--- src/rtl/ps2_c64_keymatrix_pkg.sv ---
// Shared definitions for the PS/2 set-2 to C64 keyboard matrix bridge:
// decoder states, prefix bytes, key positions and the lookup result type.
package ps2_c64_keymatrix_pkg;

   typedef enum logic [2:0] {
      ST_IDLE,
      ST_EXT,
      ST_BRK,
      ST_EXT_BRK,
      ST_SKIP
   } state_t;

   localparam logic [7:0] PS2_EXT   = 8'hE0;
   localparam logic [7:0] PS2_BRK   = 8'hF0;
   localparam logic [7:0] PS2_PAUSE = 8'hE1;

   // Bytes following E1 in the Pause sequence
   localparam logic [2:0] SKIP_BYTES = 3'd7;

   // Key positions written in octal as {col,row}
   localparam logic [5:0] KEY_RETURN   = 6'o01;
   localparam logic [5:0] KEY_CRSR_LR  = 6'o02;
   localparam logic [5:0] KEY_CRSR_UD  = 6'o07;
   localparam logic [5:0] KEY_A        = 6'o12;
   localparam logic [5:0] KEY_LSHIFT   = 6'o17;
   localparam logic [5:0] KEY_RSHIFT   = 6'o64;
   localparam logic [5:0] KEY_CTRL     = 6'o72;
   localparam logic [5:0] KEY_SPACE    = 6'o74;
   localparam logic [5:0] KEY_RUN_STOP = 6'o77;

   typedef struct packed {
      logic       valid;
      logic [2:0] col;
      logic [2:0] row;
      logic       restore;
   } keymap_t;

   function automatic keymap_t map_key(input logic [5:0] pos);
      keymap_t m;
      m.valid   = 1'b1;
      m.col     = pos[5:3];
      m.row     = pos[2:0];
      m.restore = 1'b0;
      return m;
   endfunction

   function automatic keymap_t map_restore();
      keymap_t m;
      m         = '0;
      m.valid   = 1'b1;
      m.restore = 1'b1;
      return m;
   endfunction

   // Keyboard self-test / ack / resend / error bytes carry no key information
   function automatic logic is_status_byte(input logic [7:0] b);
      return (b == 8'hAA) || (b == 8'hFA) || (b == 8'hEE) ||
             (b == 8'hFE) || (b == 8'h00) || (b == 8'hFF);
   endfunction

endpackage

--- src/rtl/ps2_c64_keymatrix_if.sv ---
// Byte stream in, CIA1 column drive in, row sense / RESTORE / event out.
interface ps2_c64_keymatrix_if;
   logic       rx_done_tick;
   logic [7:0] rx_data;
   logic [7:0] col_sel;
   logic [7:0] row_out;
   logic       restore_n;
   logic       key_event;

   modport master (
      output rx_done_tick, rx_data, col_sel,
      input  row_out, restore_n, key_event
   );

   modport slave (
      input  rx_done_tick, rx_data, col_sel,
      output row_out, restore_n, key_event
   );
endinterface

--- src/rtl/ps2_c64_keymatrix_keymap.sv ---
// Combinational PS/2 set-2 scancode to C64 matrix position lookup.
module ps2_c64_keymap
   import ps2_c64_keymatrix_pkg::*;
(
   input  logic       i_ext,
   input  logic [7:0] i_code,
   output keymap_t    o_map
);

   always_comb begin
      o_map = '0;
      case ({i_ext, i_code})
         9'h01C: o_map = map_key(KEY_A);
         9'h032: o_map = map_key(6'o34);
         9'h021: o_map = map_key(6'o24);
         9'h023: o_map = map_key(6'o22);
         9'h024: o_map = map_key(6'o16);
         9'h02B: o_map = map_key(6'o25);
         9'h034: o_map = map_key(6'o32);
         9'h033: o_map = map_key(6'o35);
         9'h043: o_map = map_key(6'o41);
         9'h03B: o_map = map_key(6'o42);
         9'h042: o_map = map_key(6'o45);
         9'h04B: o_map = map_key(6'o52);
         9'h03A: o_map = map_key(6'o44);
         9'h031: o_map = map_key(6'o47);
         9'h044: o_map = map_key(6'o46);
         9'h04D: o_map = map_key(6'o51);
         9'h015: o_map = map_key(6'o76);
         9'h02D: o_map = map_key(6'o21);
         9'h01B: o_map = map_key(6'o15);
         9'h02C: o_map = map_key(6'o26);
         9'h03C: o_map = map_key(6'o36);
         9'h02A: o_map = map_key(6'o37);
         9'h01D: o_map = map_key(6'o11);
         9'h022: o_map = map_key(6'o27);
         9'h035: o_map = map_key(6'o31);
         9'h01A: o_map = map_key(6'o14);
         9'h016: o_map = map_key(6'o70);
         9'h01E: o_map = map_key(6'o73);
         9'h026: o_map = map_key(6'o10);
         9'h025: o_map = map_key(6'o13);
         9'h02E: o_map = map_key(6'o20);
         9'h036: o_map = map_key(6'o23);
         9'h03D: o_map = map_key(6'o30);
         9'h03E: o_map = map_key(6'o33);
         9'h046: o_map = map_key(6'o40);
         9'h045: o_map = map_key(6'o43);
         9'h041: o_map = map_key(6'o57);
         9'h049: o_map = map_key(6'o54);
         9'h04A: o_map = map_key(6'o67);
         9'h04C: o_map = map_key(6'o62);
         9'h04E: o_map = map_key(6'o53);
         9'h055: o_map = map_key(6'o65);
         9'h066: o_map = map_key(6'o00);
         9'h005: o_map = map_key(6'o04);
         9'h004: o_map = map_key(6'o05);
         9'h003: o_map = map_key(6'o06);
         9'h083: o_map = map_key(6'o03);
         9'h012: o_map = map_key(KEY_LSHIFT);
         9'h059: o_map = map_key(KEY_RSHIFT);
         9'h029: o_map = map_key(KEY_SPACE);
         9'h05A: o_map = map_key(KEY_RETURN);
         9'h076: o_map = map_key(KEY_RUN_STOP);
         9'h014: o_map = map_key(KEY_CTRL);
         9'h174: o_map = map_key(KEY_CRSR_LR);
         9'h172: o_map = map_key(KEY_CRSR_UD);
         9'h16C: o_map = map_key(6'o63);
         9'h17D: o_map = map_restore();
         default: o_map = '0;
      endcase
   end

endmodule

--- src/rtl/ps2_c64_keymatrix.sv ---
// PS/2 scancode decoder driving an emulated C64 keyboard matrix scanned by CIA1.
module ps2_c64_keymatrix
   import ps2_c64_keymatrix_pkg::*;
#(
   parameter int TIMEOUT_CYCLES = 2000000
) (
   input  logic                 clk,
   input  logic                 reset,
   ps2_c64_keymatrix_if.slave   bus
);

   localparam int TMO_W = (TIMEOUT_CYCLES > 1) ? $clog2(TIMEOUT_CYCLES) : 1;
   localparam logic [TMO_W-1:0] TMO_LAST = TMO_W'(TIMEOUT_CYCLES - 1);

   state_t            r_state;
   state_t            w_state_next;
   logic [2:0]        r_skip_cnt;
   logic [TMO_W-1:0]  r_tmo_cnt;
   logic [7:0][7:0]   r_pressed;
   logic              r_restore;
   logic              r_key_event;
   logic [7:0]        r_row_out;

   logic              w_apply;
   logic              w_ext;
   logic              w_brk;
   logic              w_timeout;
   logic              w_key_hit;
   keymap_t           w_map;
   logic [7:0]        w_row_hit;

   ps2_c64_keymap u_keymap (
      .i_ext  (w_ext),
      .i_code (bus.rx_data),
      .o_map  (w_map)
   );

   always_comb begin
      w_state_next = r_state;
      w_apply      = 1'b0;
      w_ext        = 1'b0;
      w_brk        = 1'b0;
      w_timeout    = (r_state != ST_IDLE) && (r_tmo_cnt == TMO_LAST);
      if (bus.rx_done_tick) begin
         case (r_state)
            ST_IDLE: begin
               if (bus.rx_data == PS2_EXT)        w_state_next = ST_EXT;
               else if (bus.rx_data == PS2_BRK)   w_state_next = ST_BRK;
               else if (bus.rx_data == PS2_PAUSE) w_state_next = ST_SKIP;
               else if (!is_status_byte(bus.rx_data)) w_apply = 1'b1;
            end
            ST_EXT: begin
               if (bus.rx_data == PS2_BRK) begin
                  w_state_next = ST_EXT_BRK;
               end else begin
                  w_apply      = 1'b1;
                  w_ext        = 1'b1;
                  w_state_next = ST_IDLE;
               end
            end
            ST_BRK: begin
               w_apply      = 1'b1;
               w_brk        = 1'b1;
               w_state_next = ST_IDLE;
            end
            ST_EXT_BRK: begin
               w_apply      = 1'b1;
               w_ext        = 1'b1;
               w_brk        = 1'b1;
               w_state_next = ST_IDLE;
            end
            ST_SKIP: begin
               if (r_skip_cnt == 3'd1) w_state_next = ST_IDLE;
            end
            default: w_state_next = ST_IDLE;
         endcase
      end else if (w_timeout) begin
         w_state_next = ST_IDLE;
      end
   end

   assign w_key_hit = w_apply & w_map.valid;

   always_ff @(posedge clk or posedge reset) begin
      if (reset) begin
         r_state <= ST_IDLE;
      end else begin
         r_state <= w_state_next;
      end
   end

   always_ff @(posedge clk or posedge reset) begin
      if (reset) begin
         r_skip_cnt  <= '0;
         r_tmo_cnt   <= '0;
         r_pressed   <= '0;
         r_restore   <= 1'b0;
         r_key_event <= 1'b0;
         r_row_out   <= 8'hFF;
      end else begin
         r_key_event <= w_key_hit;
         r_row_out   <= ~w_row_hit;

         if (bus.rx_done_tick || r_state == ST_IDLE) begin
            r_tmo_cnt <= '0;
         end else if (r_tmo_cnt != TMO_LAST) begin
            r_tmo_cnt <= r_tmo_cnt + 1'b1;
         end

         if (bus.rx_done_tick && r_state == ST_IDLE && bus.rx_data == PS2_PAUSE) begin
            r_skip_cnt <= SKIP_BYTES;
         end else if (bus.rx_done_tick && r_state == ST_SKIP) begin
            r_skip_cnt <= r_skip_cnt - 1'b1;
         end

         // RESTORE sits outside the matrix on the real machine (NMI line)
         if (w_key_hit) begin
            if (w_map.restore) r_restore <= ~w_brk;
            else               r_pressed[w_map.col][w_map.row] <= ~w_brk;
         end
      end
   end

   // Any selected column with a pressed key pulls its row low
   for (genvar gi = 0; gi < 8; gi++) begin : g_row
      logic [7:0] w_hits;
      for (genvar gc = 0; gc < 8; gc++) begin : g_col
         assign w_hits[gc] = r_pressed[gc][gi] & ~bus.col_sel[gc];
      end
      assign w_row_hit[gi] = |w_hits;
   end

   assign bus.row_out   = r_row_out;
   assign bus.restore_n = ~r_restore;
   assign bus.key_event = r_key_event;

endmodule

--- src/flat_wrapper.sv ---
// flat-port wrapper written by rule: the top's interface ports become plain ports
module ps2_c64_keymatrix_flat import ps2_c64_keymatrix_pkg::*;
#(
   parameter int TIMEOUT_CYCLES = 2000000
)
  (clk, reset, bus_rx_done_tick, bus_rx_data, bus_col_sel, bus_row_out, bus_restore_n, bus_key_event);
  ps2_c64_keymatrix_if bus_i ();
  input  logic clk;
  input  logic reset;
  input wire logic [$bits(bus_i.rx_done_tick)-1:0] bus_rx_done_tick;
  input wire logic [$bits(bus_i.rx_data)-1:0] bus_rx_data;
  input wire logic [$bits(bus_i.col_sel)-1:0] bus_col_sel;
  output wire logic [$bits(bus_i.row_out)-1:0] bus_row_out;
  output wire logic [$bits(bus_i.restore_n)-1:0] bus_restore_n;
  output wire logic [$bits(bus_i.key_event)-1:0] bus_key_event;
  assign bus_i.rx_done_tick = bus_rx_done_tick;
  assign bus_i.rx_data = bus_rx_data;
  assign bus_i.col_sel = bus_col_sel;
  assign bus_row_out = bus_i.row_out;
  assign bus_restore_n = bus_i.restore_n;
  assign bus_key_event = bus_i.key_event;
  ps2_c64_keymatrix #(.TIMEOUT_CYCLES(TIMEOUT_CYCLES)) u_core (.clk(clk), .reset(reset), .bus(bus_i));
endmodule
--- config.mk ---
export PLATFORM = sky130hd
export DESIGN_NAME = ps2_c64_keymatrix_flat
export DESIGN_NICKNAME = d
export VERILOG_FILES = /design/src/rtl/ps2_c64_keymatrix_pkg.sv /design/src/rtl/ps2_c64_keymatrix_if.sv /design/src/rtl/ps2_c64_keymatrix_keymap.sv /design/src/rtl/ps2_c64_keymatrix.sv /design/src/flat_wrapper.sv
export SDC_FILE = /design/constraint.sdc
export NUM_CORES = 1
export LEC_CHECK = 0
export ABC_AREA = 1
export BUFFER_PORTS_ARGS = -buffer_cell sky130_fd_sc_hd__buf_2
export CELL_PAD_IN_SITES_DETAIL_PLACEMENT = 1
export CELL_PAD_IN_SITES_GLOBAL_PLACEMENT = 2
export CORE_AREA = 2 2 138 140
export DETAILED_ROUTE_END_ITERATION = 10
export DIE_AREA = 0 0 140 142
export PLACE_DENSITY_LB_ADDON = 0.1
export SYNTH_ARGS = -nofsm -noshare
export SYNTH_HDL_FRONTEND = slang
export SYNTH_SLANG_ARGS = --single-unit
--- constraint.sdc ---
create_clock -name clk -period 4.2 [get_ports clk]
set_input_delay 0.63 -clock clk [delete_from_list [all_inputs] [get_ports clk]]
set_output_delay 0.63 -clock clk [all_outputs]
set_load 0.03 [all_outputs]
==> results of run 1 <==
worst reg2reg max path: stages (launching register included):
cell	delay, ps
dfrtp_1	450
nor2_4	240
nand2_1	120
o21bai_4	280
buf_12	240
o21ai_0	180
nand2_1	90
nor2_1	250
nand2_1	90
nor2_1	120
nand2_2	90
nand3_4	170
buf_12	280
nor2_1	110
nand2_1	60
o21ai_0	100
metal layers:
metal / track usage (%) / vias to the layer above
met3: 3.03 / 23
met2: 36.7 / 112
met4: 6.38 / 0
met1: 33.9 / 3034
li1: - / 3033
met5: 0 / -
flip-flops by register name (all words and copies together), names as in the netlist:
register / flops
u_core.bus.key_event: 1
u_core.r_pressed: 64
u_core.r_restore: 1
u_core.r_state: 3
u_core.r_skip_cnt: 3
u_core.bus.row_out: 8
u_core.r_tmo_cnt: 21
cells in the final DEF (no fill, tap or decap), drive strengths merged, types with 2 or more instances in the layout:
master,n
dfstp,8
o21ai,90
a31oi,2
ha,3
o211ai,4
nor3,14
nand2,285
buf,34
clkbuf,10
dfrtp,93
clkinv,4
a22o,9
nor4,6
nand4,7
xor2,2
inv,90
o22ai,6
nor2,176
nand3b,4
a21oi,17
a211oi,9
xnor2,2
nand3,70
cell families (layout without fill, tap and decap cells):
kind of cell,count (synthesis),after routing,share of synthesized area [%]
compound gates,141,141,12.8
buf+inv,128,139,8.60
flops,101,101,40.4
xor+xnor,4,4,0.557
simple gates,564,564,37.1
fa+ha+maj,3,3,0.597
cells in the mapped netlist, drive strengths merged (4+ instances only):
master	instances	share of area, %
a211oi	9	1.1
nand3b	4	0.48
o211ai	4	0.48
nor2	176	11
inv	88	5.3
nor3	14	1.2
nand3	70	5.8
nand4	7	0.70
nor4	6	0.60
buf	23	2.3
a22o	9	1.3
nand2	285	17
dfstp	8	3.3
o22ai	6	0.60
clkbuf	16	0.96
o21ai	90	7.2
a21oi	17	1.4
dfrtp	93	37
metrics by stage:
| stage | hold slack, ps | cell area (µm²) | setup slack [ps] | std cells |
|---|---|---|---|---|
| 2_1_floorplan | 384 | 6290 | 936 | 941 |
| 3_3_place_gp | 366 | 6590 | 881 | 1170 |
| 3_5_place_dp | 367 | 6590 | 906 | 1170 |
| 4_1_cts | 384 | 6890 | 1270 | 1186 |
| 5_1_grt | 395 | 6890 | 934 | 1186 |
| 6_report | 380 | 6890 | 1150 | 1186 |
how the worst min path moves through the flow:
| stage | startpoint | to | slack [ps] | depth (start not counted) |
|---|---|---|---|---|
| after floorplan | u_core.r_pressed[42] | u_core.bus.row_out[2] | 380 | 1 |
| after global placement | u_core.r_pressed[48] | u_core.r_pressed[48] | 370 | 0 |
| after global routing | u_core.r_pressed[45] | u_core.r_pressed[45] | 400 | 0 |
| final | u_core.r_pressed[61] | u_core.r_pressed[61] | 380 | 0 |
| after detailed placement | u_core.r_pressed[61] | u_core.r_pressed[61] | 370 | 0 |
| after CTS | u_core.r_pressed[61] | u_core.r_pressed[61] | 380 | 0 |
final cells by class:
class                   count  area share (%)
multi-input cells         712            46.6
well taps                 234            4.25
flip-flops and latches    101            36.8
repair buffers             34            3.05
clock buffers              10            3.32
clock inverters             6            1.02
inverters                  89            4.92
power by group:
group / switching [mW] / internal [mW] / leakage, nW
Combinational: 0.172 / 0.0607 / 1.96
Clock: 0.389 / 0.468 / 0.147
Sequential: 0.0167 / 1.01 / 1.34
Total: 0.578 / 1.54 / 3.45
==> metrics.md, run 1 <==
| Metric | Value |
|---|---|
| Final Hold Vio Count | 0 |
| Setup TNS | 0 ps |
| Hold Crit Class | register to register |
| Met3 routed WL | 622 µm |
| Peak VDD IR | 161 µV |
| Antenna violations before repair | 0 |
| Top routing layer in use | met4 |
| Rows | 50 |
| RSZ-0062 raised after global routing | no |
| Count of state elements after synthesis | 101 |
| Final period utilization | 72.7% |
| Post-Route Skew | 12.7 ps |
| Nature of the critical path endpoint | register |
| Vias per std cell | 5.23 |
| H-Tree Depth | 3 |
| Max-slew violation count | 0 |
| Slew @ Worst Pin | 1000 ps |
| Flop-to-flop setup slack | 1220 ps |
| CP bufs+invs | 2 |
| Asr flop ratio synth | 100% |
| Pwr per Cell Area | 307 nW/µm² |
| WP data required | 4470 ps |
| Number of routed nets with antenna violations | 0 |
| Drt wl/cell | 18.7 µm |
| Final setup violation count | 0 |
| Synthesized Nets | 963 |
| Worst R2R Start | u_core.r_state[2] |
| Fillers | 2398 |
| Clock-pin slew on the worst setup and hold paths | 70 ps |
| Synthesized instance count | 941 |
| Die width | 140 µm |
| Reg2Reg Depth | 15 |
| Largest delay share family, worst path | simple AND/OR/NAND/NOR gates |
| CTS tree | done |
| Post-DP HPWL | 16.8 mm |
| Total Power | 2.12 mW |
| Top_reg_cell synth | dfrtp_1 |
| Area of the multi-input gates | 3210 µm² |
| Die area | 19900 µm² |
| First-pass GRT wire length | 35.9 mm |
| Most frequent CP cell | nor2_1 |
| Via count | 6202 |
| Max FO, Critical Path | 61 |
| I/O pin cnt | 29 |
| Metal1 wirelength | 11.4 mm |
| Final Core Density | 37.3% |
| First-pass DRT Iterations | 7 |
| Final wirelength | 22.2 mm |
| Leak | 3.45 nW |
| Crit path largest cell delay | 550 ps |
| Vias in the first global route | 6445 |
| Gpl congestion | 0.888 |
| Largest net degree at the start of global routing | 72 |
| Overflow after GRT | 0 |
| Post-CTS Setup Repair Bufs | 0 |
| Cells along the critical path | buf_2, nor2_1, nand3_1, nor2_1, o21ai_1, nand2_1, nor2_1, nand2_1, nor2_1, nand2_2, nand3_4, buf_12, nor2_1, nand2_1, o21ai_0 |
| Slew headroom | 33.3% |
| Area delta synth->final | 9.55% |
| Gr usage total | 23.3% |
| Root Driver | clkbuf_16 |
| Fmax | 0.327 GHz |
| Clk_lat worst skew | 360 ps |
| Startpoint Class | input pin |
| WP data arrival | 3330 ps |
| Avg Inst Size Synth | 6.68 µm² |
| Initial Util | 34.1% |
| Min Tclk post-route | 3050 ps |
| Cts hold-fix bufs | 0 |
| Post-cts sizing count | 0 |
| Core area | 18500 µm² |
| Ys Warns | 0 |
| Storage cell area | 2540 µm² |
| Clock tree buffer depth | 2 |
| Distinct cells, synth | 42 |
| Met2 routed WL | 9.77 mm |
| Slowest CP cell | nand3_1 |
| Clk sinks | 101 |
| Sequential element share of the synthesized area | 40.4% |
| Critical path class | input pin to register |
| # diodes | 0 |
| Crit. Startpoint | bus_rx_data[7] |
| Layout cells sized above 1 | 7.88% |
| Outcome | finished, final reports clean |
| Total of max-cap violations | 0 |
| Reg-to-Reg End | u_core.r_pressed[13] |
| CP endpoint | u_core.r_pressed[13] |
| Total CTS buffers | 9 |
| IO Port Bufs | 28 |
| EDFF count, synth | 0 |
| DRT iter0 DRCs | 378 |
| CP Depth | 15 |
| Number of remaining DRC errors | 0 |
| Synth Cell Area | 6290 µm² |
| Die Ht | 142 µm |
| Nets | 969 |
No activity file was read; power rests on OpenSTA's default activity.
==> run 2, diff against run 1 <==
--- a/config.mk
+++ b/config.mk
@@ -5,13 +5,13 @@
 export SDC_FILE = /design/constraint.sdc
 export NUM_CORES = 1
 export LEC_CHECK = 0
-export ABC_AREA = 1
+export ABC_AREA = 0
 export BUFFER_PORTS_ARGS = -buffer_cell sky130_fd_sc_hd__buf_2
 export CELL_PAD_IN_SITES_DETAIL_PLACEMENT = 1
 export CELL_PAD_IN_SITES_GLOBAL_PLACEMENT = 2
-export CORE_AREA = 2 2 138 140
+export CORE_AREA = 2 2 132 134
 export DETAILED_ROUTE_END_ITERATION = 10
-export DIE_AREA = 0 0 140 142
+export DIE_AREA = 0 0 134 136
 export PLACE_DENSITY_LB_ADDON = 0.1
 export SYNTH_ARGS = -nofsm -noshare
 export SYNTH_HDL_FRONTEND = slang
==> constraint.sdc (replaced) <==
create_clock -name clk -period 2.9 [get_ports clk]
set_input_delay 0.435 -clock clk [delete_from_list [all_inputs] [get_ports clk]]
set_output_delay 0.435 -clock clk [all_outputs]
set_load 0.03 [all_outputs]
==> run 2 against run 1 <==
- the flow now finishes with violations (negative setup slack)
- combinational power increased to 3.8 times the previous value
- sequential power increased by 50%
- final area increased by 37%
- first-iteration DRC count decreased by 6.9%
- global-route usage increased by 4.9 points
- setup slack got worse by 1400 ps
- core utilization increased by 19 points
- clock skew increased by 1.3 ps
==> metrics.md, run 2 <==
| Metric | Value |
|---|---|
| Flop-to-flop setup slack | -290 ps (-1510 ps) |
| Overflow after GRT | 0 (unchanged) |
| Peak VDD IR | 338 µV (+110%) |
| Gr usage total | 28.2% (+4.9 points) |
| Vias per std cell | 5.71 (+9.2%) |
| Slowest CP cell | or4_4 |
| Cts hold-fix bufs | 0 (unchanged) |
| Largest delay share family, worst path | simple AND/OR/NAND/NOR gates |
| Fmax | 0.314 GHz |
| Leak | 4.11 nW (+19%) |
| Post-Route Skew | 14.0 ps (+1.31 ps) |
| EDFF count, synth | 0 (unchanged) |
| Drt wl/cell | 23.2 µm (+24%) |
| IO Port Bufs | 28 (unchanged) |
| Fin Hold WS | 171 ps (-209 ps) |
| Top_reg_cell synth | dfrtp_1 |
| Vias in the first global route | 7084 (+9.9%) |
| Metal1 wirelength | 11.3 mm (-1.5%) |
| Nets | 948 (-2.2%) |
| Synthesized Nets | 753 (-22%) |
| Met2 routed WL | 13.5 mm (+39%) |
| Cells along the critical path | and3b_2, buf_8, o31ai_4, and3_4, a211o_4, or4_4, buf_6, or4_4, nor2_1, mux2_2 |
| Area delta synth->final | 47.3% |
| Synth Cell Area | 6420 µm² (+2.1%) |
| Avg Inst Size Synth | 8.79 µm² (+31%) |
| Clock tree buffer depth | 2 (unchanged) |
| Violations in the final reports | negative setup slack |
| WP data arrival | 3430 ps (+100 ps) |
| Final Worst Setup Slack | -286 ps (-1430 ps) |
| Final setup violation count | 33 (+33) |
| Reg2Reg Depth | 10 (-5) |
| CP Depth | 10 (-5) |
| Met3 routed WL | 816 µm (+31%) |
| Max reg flops | 64 (unchanged) |
| First-pass GRT wire length | 39.5 mm (+10%) |
| Final wirelength | 26.8 mm (+21%) |
| H-Tree Depth | 3 (unchanged) |
| Largest register by flop count | u_core.r_pressed |
| Storage cell area | 2540 µm² (unchanged) |
| Number of routed nets with antenna violations | 0 (unchanged) |
| Outcome | finished, violations left |
| Total CTS buffers | 9 (unchanged) |
| Gpl congestion | 0.923 (+3.9%) |
| Crit path largest cell delay | 510 ps (-40 ps) |
| CP bufs+invs | 2 (unchanged) |
| CTS tree | done |
| Ys Warns | 0 (unchanged) |
| Clk sinks | 101 (unchanged) |
| Top-area cell type share of the netlist area | 36.2% (-0.77 points) |
| Nature of the critical path endpoint | register |
| Hold Crit Class | input pin to asynchronous set/reset pin |
| DRT iter0 DRCs | 352 (-6.9%) |
| Synthesized instance count | 731 (-22%) |
| Area contributors post-synth | dfrtp_1 36%, mux2_2 6.3%, inv_1 4.4% |
| Via count | 6604 (+6.5%) |
| Most frequent cells in the layout | 169 x buf_4, 93 x dfrtp_1, 74 x inv_1 |
| Placed cells | 1088 (-7.0%) |
| Die area | 18200 µm² (-8.3%) |
| Count leader, synth | dfrtp_1 |
| Total of max-cap violations | 0 (unchanged) |
| Place WS | -636 ps (-1540 ps) |
| Rows | 48 (-4.0%) |
| Area of the multi-input gates | 4040 µm² (+26%) |
| RSZ-0062 raised after global routing | yes |
| Number of remaining DRC errors | 0 (unchanged) |
| Fillers | 1931 (-19%) |
| Antenna violations before repair | 0 (unchanged) |
| Synth cell count leaders | 93 x dfrtp_1, 75 x inv_1, 54 x nor2_1 |
| Slew @ Worst Pin | 816 ps (-184 ps) |
| Top routing layer in use | met4 |
| Worst R2R Start | u_core.r_state[2] |
| Fin cells | 1156 (-2.5%) |
| Most frequent CP cell | or4_4 |
| Root Driver | clkbuf_16 |
| Layout cells sized above 1 | 43.3% (+35 points) |
| Initial Util | 38.1% (+4.0 points) |
| Distinct cells, synth | 78 (+86%) |
| Reg-to-Reg End | u_core.r_pressed[33] |
| Clock-pin slew on the worst setup and hold paths | 70 ps (about the same) |
| Die width | 134 µm (-4.3%) |
| Max-slew violation count | 0 (unchanged) |
| Core area | 16900 µm² (-8.6%) |
| Die Ht | 136 µm (-4.2%) |
| # diodes | 0 (unchanged) |
| Startpoint Class | register |
| Sequential element share of the synthesized area | 39.5% (-0.84 points) |
| Min Tclk post-route | 3190 ps |
| Max FO, Critical Path | 6 (-90%) |
| Final Core Density | 56.0% (+19 points) |
| Post-DP HPWL | 17.9 mm (+6.4%) |
| WP data required | 3150 ps (-1320 ps) |
| Slew headroom | 45.4% (+12 points) |
| Area leader, netlist | dfrtp_1 |
| First-pass DRT Iterations | 5 (-2) |
| Clk_lat worst skew | 370 ps (about the same) |
| I/O pin cnt | 29 (unchanged) |
| Pwr per Cell Area | 382 nW/µm² (+24%) |
| Crit. Startpoint | u_core.r_state[2] |
| Count of state elements after synthesis | 101 (unchanged) |
| Commonest non-fill, non-tap cell in the layout | buf_4 |
| Largest net degree at the start of global routing | 74 (+2.8%) |
| Asr flop ratio synth | 100% (unchanged) |
| Critical path class | register to register |
| Final Hold Vio Count | 0 (unchanged) |
| Final period utilization | 110% |
==> run 2: worst max-delay path by stage <==
| stage | end | slack [ps] |
|---|---|---|
| after floorplan | u_core.r_pressed[0] | -80 |
| after global placement | u_core.r_pressed[27] | -680 |
| after detailed placement | u_core.r_pressed[32] | -640 |
| after CTS | u_core.r_pressed[33] | -230 |
| after global routing | u_core.r_pressed[33] | -360 |
| final | u_core.r_pressed[33] | -290 |
==> run 2: logic make-up (layout without fill, tap and decap cells) <==
family | Yosys count | in the layout | synth area share [%]
xor gates and xnor gates | 23 | 23 | 3.14
and+or+nand+nor | 280 | 280 | 25.2
muxes | 39 | 39 | 6.78
AOI/OAI and AO/OA | 151 | 151 | 16.2
DFF | 101 | 101 | 39.5
adders and majority gates | 3 | 3 | 0.585
buffers and inverters | 134 | 334 | 8.57
==> run 2: where the power goes <==
group          internal, mW  total (mW)  switching (mW)
sequential             1.49        1.54          0.0460
combinational         0.392       0.883           0.491
clock                 0.597        1.19           0.595
total                  2.48        3.62            1.13
==> run 2: what timing repair did <==
item	in CTS	in global routing
gates cloned	0	0
setup buffers	31	22
pin swaps	14	22
gates resized for setup	105	79
endpoints found under the setup margin	45	47
==> run 2: final cells by class <==
cell class	count	share of cell area [%]
clock buffers	10	2.42
clock inverters	6	0.556
inverters	75	3.02
multi-input cells	496	42.8
flip-flops and latches	101	26.8
well taps	225	2.98
repair buffers	243	21.5
==> run 2: per-stage QoR <==
stage	power, mW	area, µm²	TNS (ps)
after detailed placement	2.23	7930	-20510
after global placement	2.21	7930	-18290
final	3.62	9460	-5930
after floorplan	1.93	6570	-790
after global routing	3.76	9460	-8400
after CTS	3.51	8920	-3870
==> run 2: layer usage <==
| metal | GRT usage [%] | vias up |
|---|---|---|
| li1 | - | 3027 |
| met1 | 33.9 | 3340 |
| met2 | 48.8 | 168 |
| met3 | 5.22 | 69 |
| met4 | 13.8 | 0 |
| met5 | 0 | - |
==> run 3, diff against run 2 <==
--- a/config.mk
+++ b/config.mk
@@ -8,10 +8,10 @@
 export ABC_AREA = 0
 export BUFFER_PORTS_ARGS = -buffer_cell sky130_fd_sc_hd__buf_2
 export CELL_PAD_IN_SITES_DETAIL_PLACEMENT = 1
-export CELL_PAD_IN_SITES_GLOBAL_PLACEMENT = 2
-export CORE_AREA = 2 2 132 134
+export CELL_PAD_IN_SITES_GLOBAL_PLACEMENT = 1
+export CORE_AREA = 2 2 119 121
 export DETAILED_ROUTE_END_ITERATION = 10
-export DIE_AREA = 0 0 134 136
+export DIE_AREA = 0 0 121 123
 export PLACE_DENSITY_LB_ADDON = 0.1
 export SYNTH_ARGS = -nofsm -noshare
 export SYNTH_HDL_FRONTEND = slang
==> run 3 against run 2 <==
- the flow still finishes with violations (negative setup slack)
- core utilization rose by 13 points
- sequential power barely moved
- sequential cell count did not move
- clock power rose by 14%
- first-iteration DRC count rose to 2.6 times the previous value
- register-to-register slack got worse by 160 ps
- clock skew fell by 1.3 ps
- fmax fell by 4.7%
==> metrics.md, run 3 (synthesis gave the netlist of run 2 again) <==
| Metric | Value |
|---|---|
| First-pass DRT Iterations | 5 (unchanged) |
| Core area | 13600 µm² (-19%) |
| Total CTS buffers | 9 (unchanged) |
| Overflow after GRT | 0 (unchanged) |
| Place WS | -550 ps (+85.6 ps) |
| Post-DP HPWL | 17.5 mm (-2.1%) |
| Min Tclk post-route | 3340 ps (+156 ps) |
| Clk_lat worst skew | 370 ps (about the same) |
| Initial Util | 47.2% (+9.1 points) |
| Setup TNS | -11920 ps (-5990 ps) |
| Rows | 43 (-10%) |
| Total of max-cap violations | 0 (unchanged) |
| Sequential share of power | 40.2% (-2.4 points) |
| Final wirelength | 33.6 mm (+26%) |
| DRT iter0 DRCs | 910 (+160%) |
| Final Hold Vio Count | 0 (unchanged) |
| Die Ht | 123 µm (-9.6%) |
| Vias in the first global route | 7350 (+3.8%) |
| Metal1 wirelength | 12.4 mm (+11%) |
| H-Tree Depth | 3 (unchanged) |
| Number of remaining DRC errors | 0 (unchanged) |
| Slew headroom | 35.1% (-10 points) |
| Clock tree buffer depth | 2 (unchanged) |
| Startpoint Class | register |
| Die width | 121 µm (-9.7%) |
| Post-Route Skew | 12.8 ps (-1.27 ps) |
| Final Worst Setup Slack | -442 ps (-156 ps) |
| Slew @ Worst Pin | 970 ps (+154 ps) |
| Die area | 14900 µm² (-18%) |
| Max-slew violation count | 0 (unchanged) |
| Sw power | 1.28 mW (+13%) |
| Final setup violation count | 53 (+61%) |
| WP data arrival | 3600 ps (+170 ps) |
| Fin Hold WS | 271 ps (+100 ps) |
| Gpl congestion | 0.970 (+5.1%) |
| Critical path class | register to register |
| Nature of the critical path endpoint | register |
| Met3 routed WL | 3.13 mm (+280%) |
| Hold Crit Class | input pin to asynchronous set/reset pin |
| Max FO, Critical Path | 7 (+1) |
| Leak | 4.07 nW (-0.89%) |
| Reg2Reg Depth | 10 (unchanged) |
| CTS tree | done |
| IO Port Bufs | 28 (unchanged) |
| Root Driver | clkbuf_16 |
| Top routing layer in use | met4 |
| Gr usage total | 37.7% (+9.4 points) |
| Cts hold-fix bufs | 0 (unchanged) |
| Largest register by flop count | u_core.r_pressed |
| P_int | 2.58 mW (+3.8%) |
| Outcome | finished, violations left |
| Net Sw Frac | 33.3% (+1.9 points) |
| Nets | 938 (-1.1%) |
| WP data required | 3150 ps (about the same) |
| Clock-pin slew on the worst setup and hold paths | 90 ps (+20 ps) |
| Number of routed nets with antenna violations | 0 (unchanged) |
| Pwr per Cell Area | 412 nW/µm² (+7.7%) |
| Drt wl/cell | 30.5 µm (+32%) |
| Met2 routed WL | 15.4 mm (+14%) |
| Largest net degree at the start of global routing | 57 (-23%) |
| RSZ-0062 raised after global routing | yes |
| Antenna violations before repair | 1 (+1) |
| Violations in the final reports | negative setup slack |
| Peak VDD IR | 225 µV (-33%) |
| Final period utilization | 115% (+5.4 points) |
| Commonest non-fill, non-tap cell in the layout | buf_4 |
| Via count | 7601 (+15%) |
| First-pass GRT wire length | 42.6 mm (+7.8%) |
| Clk sinks | 101 (unchanged) |
| Fmax | 0.299 GHz (-4.7%) |
| Most frequent cells in the layout | 172 x buf_4, 93 x dfrtp_1, 74 x inv_1 |
| Area delta synth->final | 46.0% |
| Final Core Density | 68.9% (+13 points) |
| Max reg flops | 64 (unchanged) |
| Clock network fraction of total power | 35.3% (+2.3 points) |
| Combinational power share | 24.5% (about the same) |
| Layout cells sized above 1 | 42.8% (-0.51 points) |
| Vias per std cell | 6.90 (+21%) |
| I/O pin cnt | 29 (unchanged) |
==> run 3: final cells by class <==
type | count | area (µm²)
fillers | 1488 | 4230
multi-input cells | 498 | 4090
flip-flops and latches | 101 | 2540
repair buffers | 231 | 1920
inverters | 75 | 285
clock buffers | 9 | 225
well taps | 180 | 225
clock inverters | 7 | 91.3
diodes | 1 | 2.50
==> run 3: timing repair <==
item                                    in CTS  in global routing
buffers inserted                            26                 15
gates resized for setup                     83                 94
pin swaps                                   20                 16
endpoints found under the hold margin        0                  0
endpoints found under the setup margin      48                 53
cloned                                       1                  5
==> run 3: worst paths after layout <==
check	from	to	slack, ps
worst max-delay path	u_core.r_state[2]	u_core.r_pressed[21]	-440
worst min-delay path	reset	u_core.r_pressed[57]	270
worst max register to register	u_core.r_state[2]	u_core.r_pressed[21]	-440
worst min register to register	u_core.r_pressed[57]	u_core.r_pressed[57]	380
max in group asynchronous	reset	u_core.bus.row_out[2]	1820
min in group clk	u_core.r_pressed[57]	u_core.r_pressed[57]	380
==> run 3: metrics by stage <==
stage	std cells	area, µm²	power [mW]
finish	1102	9380	3.86
CTS	1082	8820	3.62
floorplan	731	6570	1.93
global route	1102	9380	3.94
detailed placement	1039	7870	2.23
global placement	1039	7870	2.20
==> run 3: critical path: stages (launching register included) <==
cell and delay [ps]:
dfrtp_1 420, nand3b_1 310, buf_6 210, buf_6 110, o211ai_1 270, and4_1 320, buf_4 160, nand4b_1 190
or3_4 540, or3_1 380, mux2_2 310
==> run 3: per-layer routing <==
metal / GRT usage, % / vias to the layer above
met1: 45.7 / 3737
met4: 18.4 / 0
met5: 0 / -
met3: 7.61 / 236
li1: - / 3017
met2: 64.0 / 611
==> run 3: power groups by stage <==
stage / logic (mW) / registers [mW] / clock network [mW]
2_1_floorplan: 0.351 / 1.58 / 0
4_1_cts: 0.776 / 1.53 / 1.31
5_1_grt: 0.979 / 1.56 / 1.41
3_3_place_gp: 0.649 / 1.55 / 0
3_5_place_dp: 0.675 / 1.56 / 0
6_report: 0.947 / 1.55 / 1.36
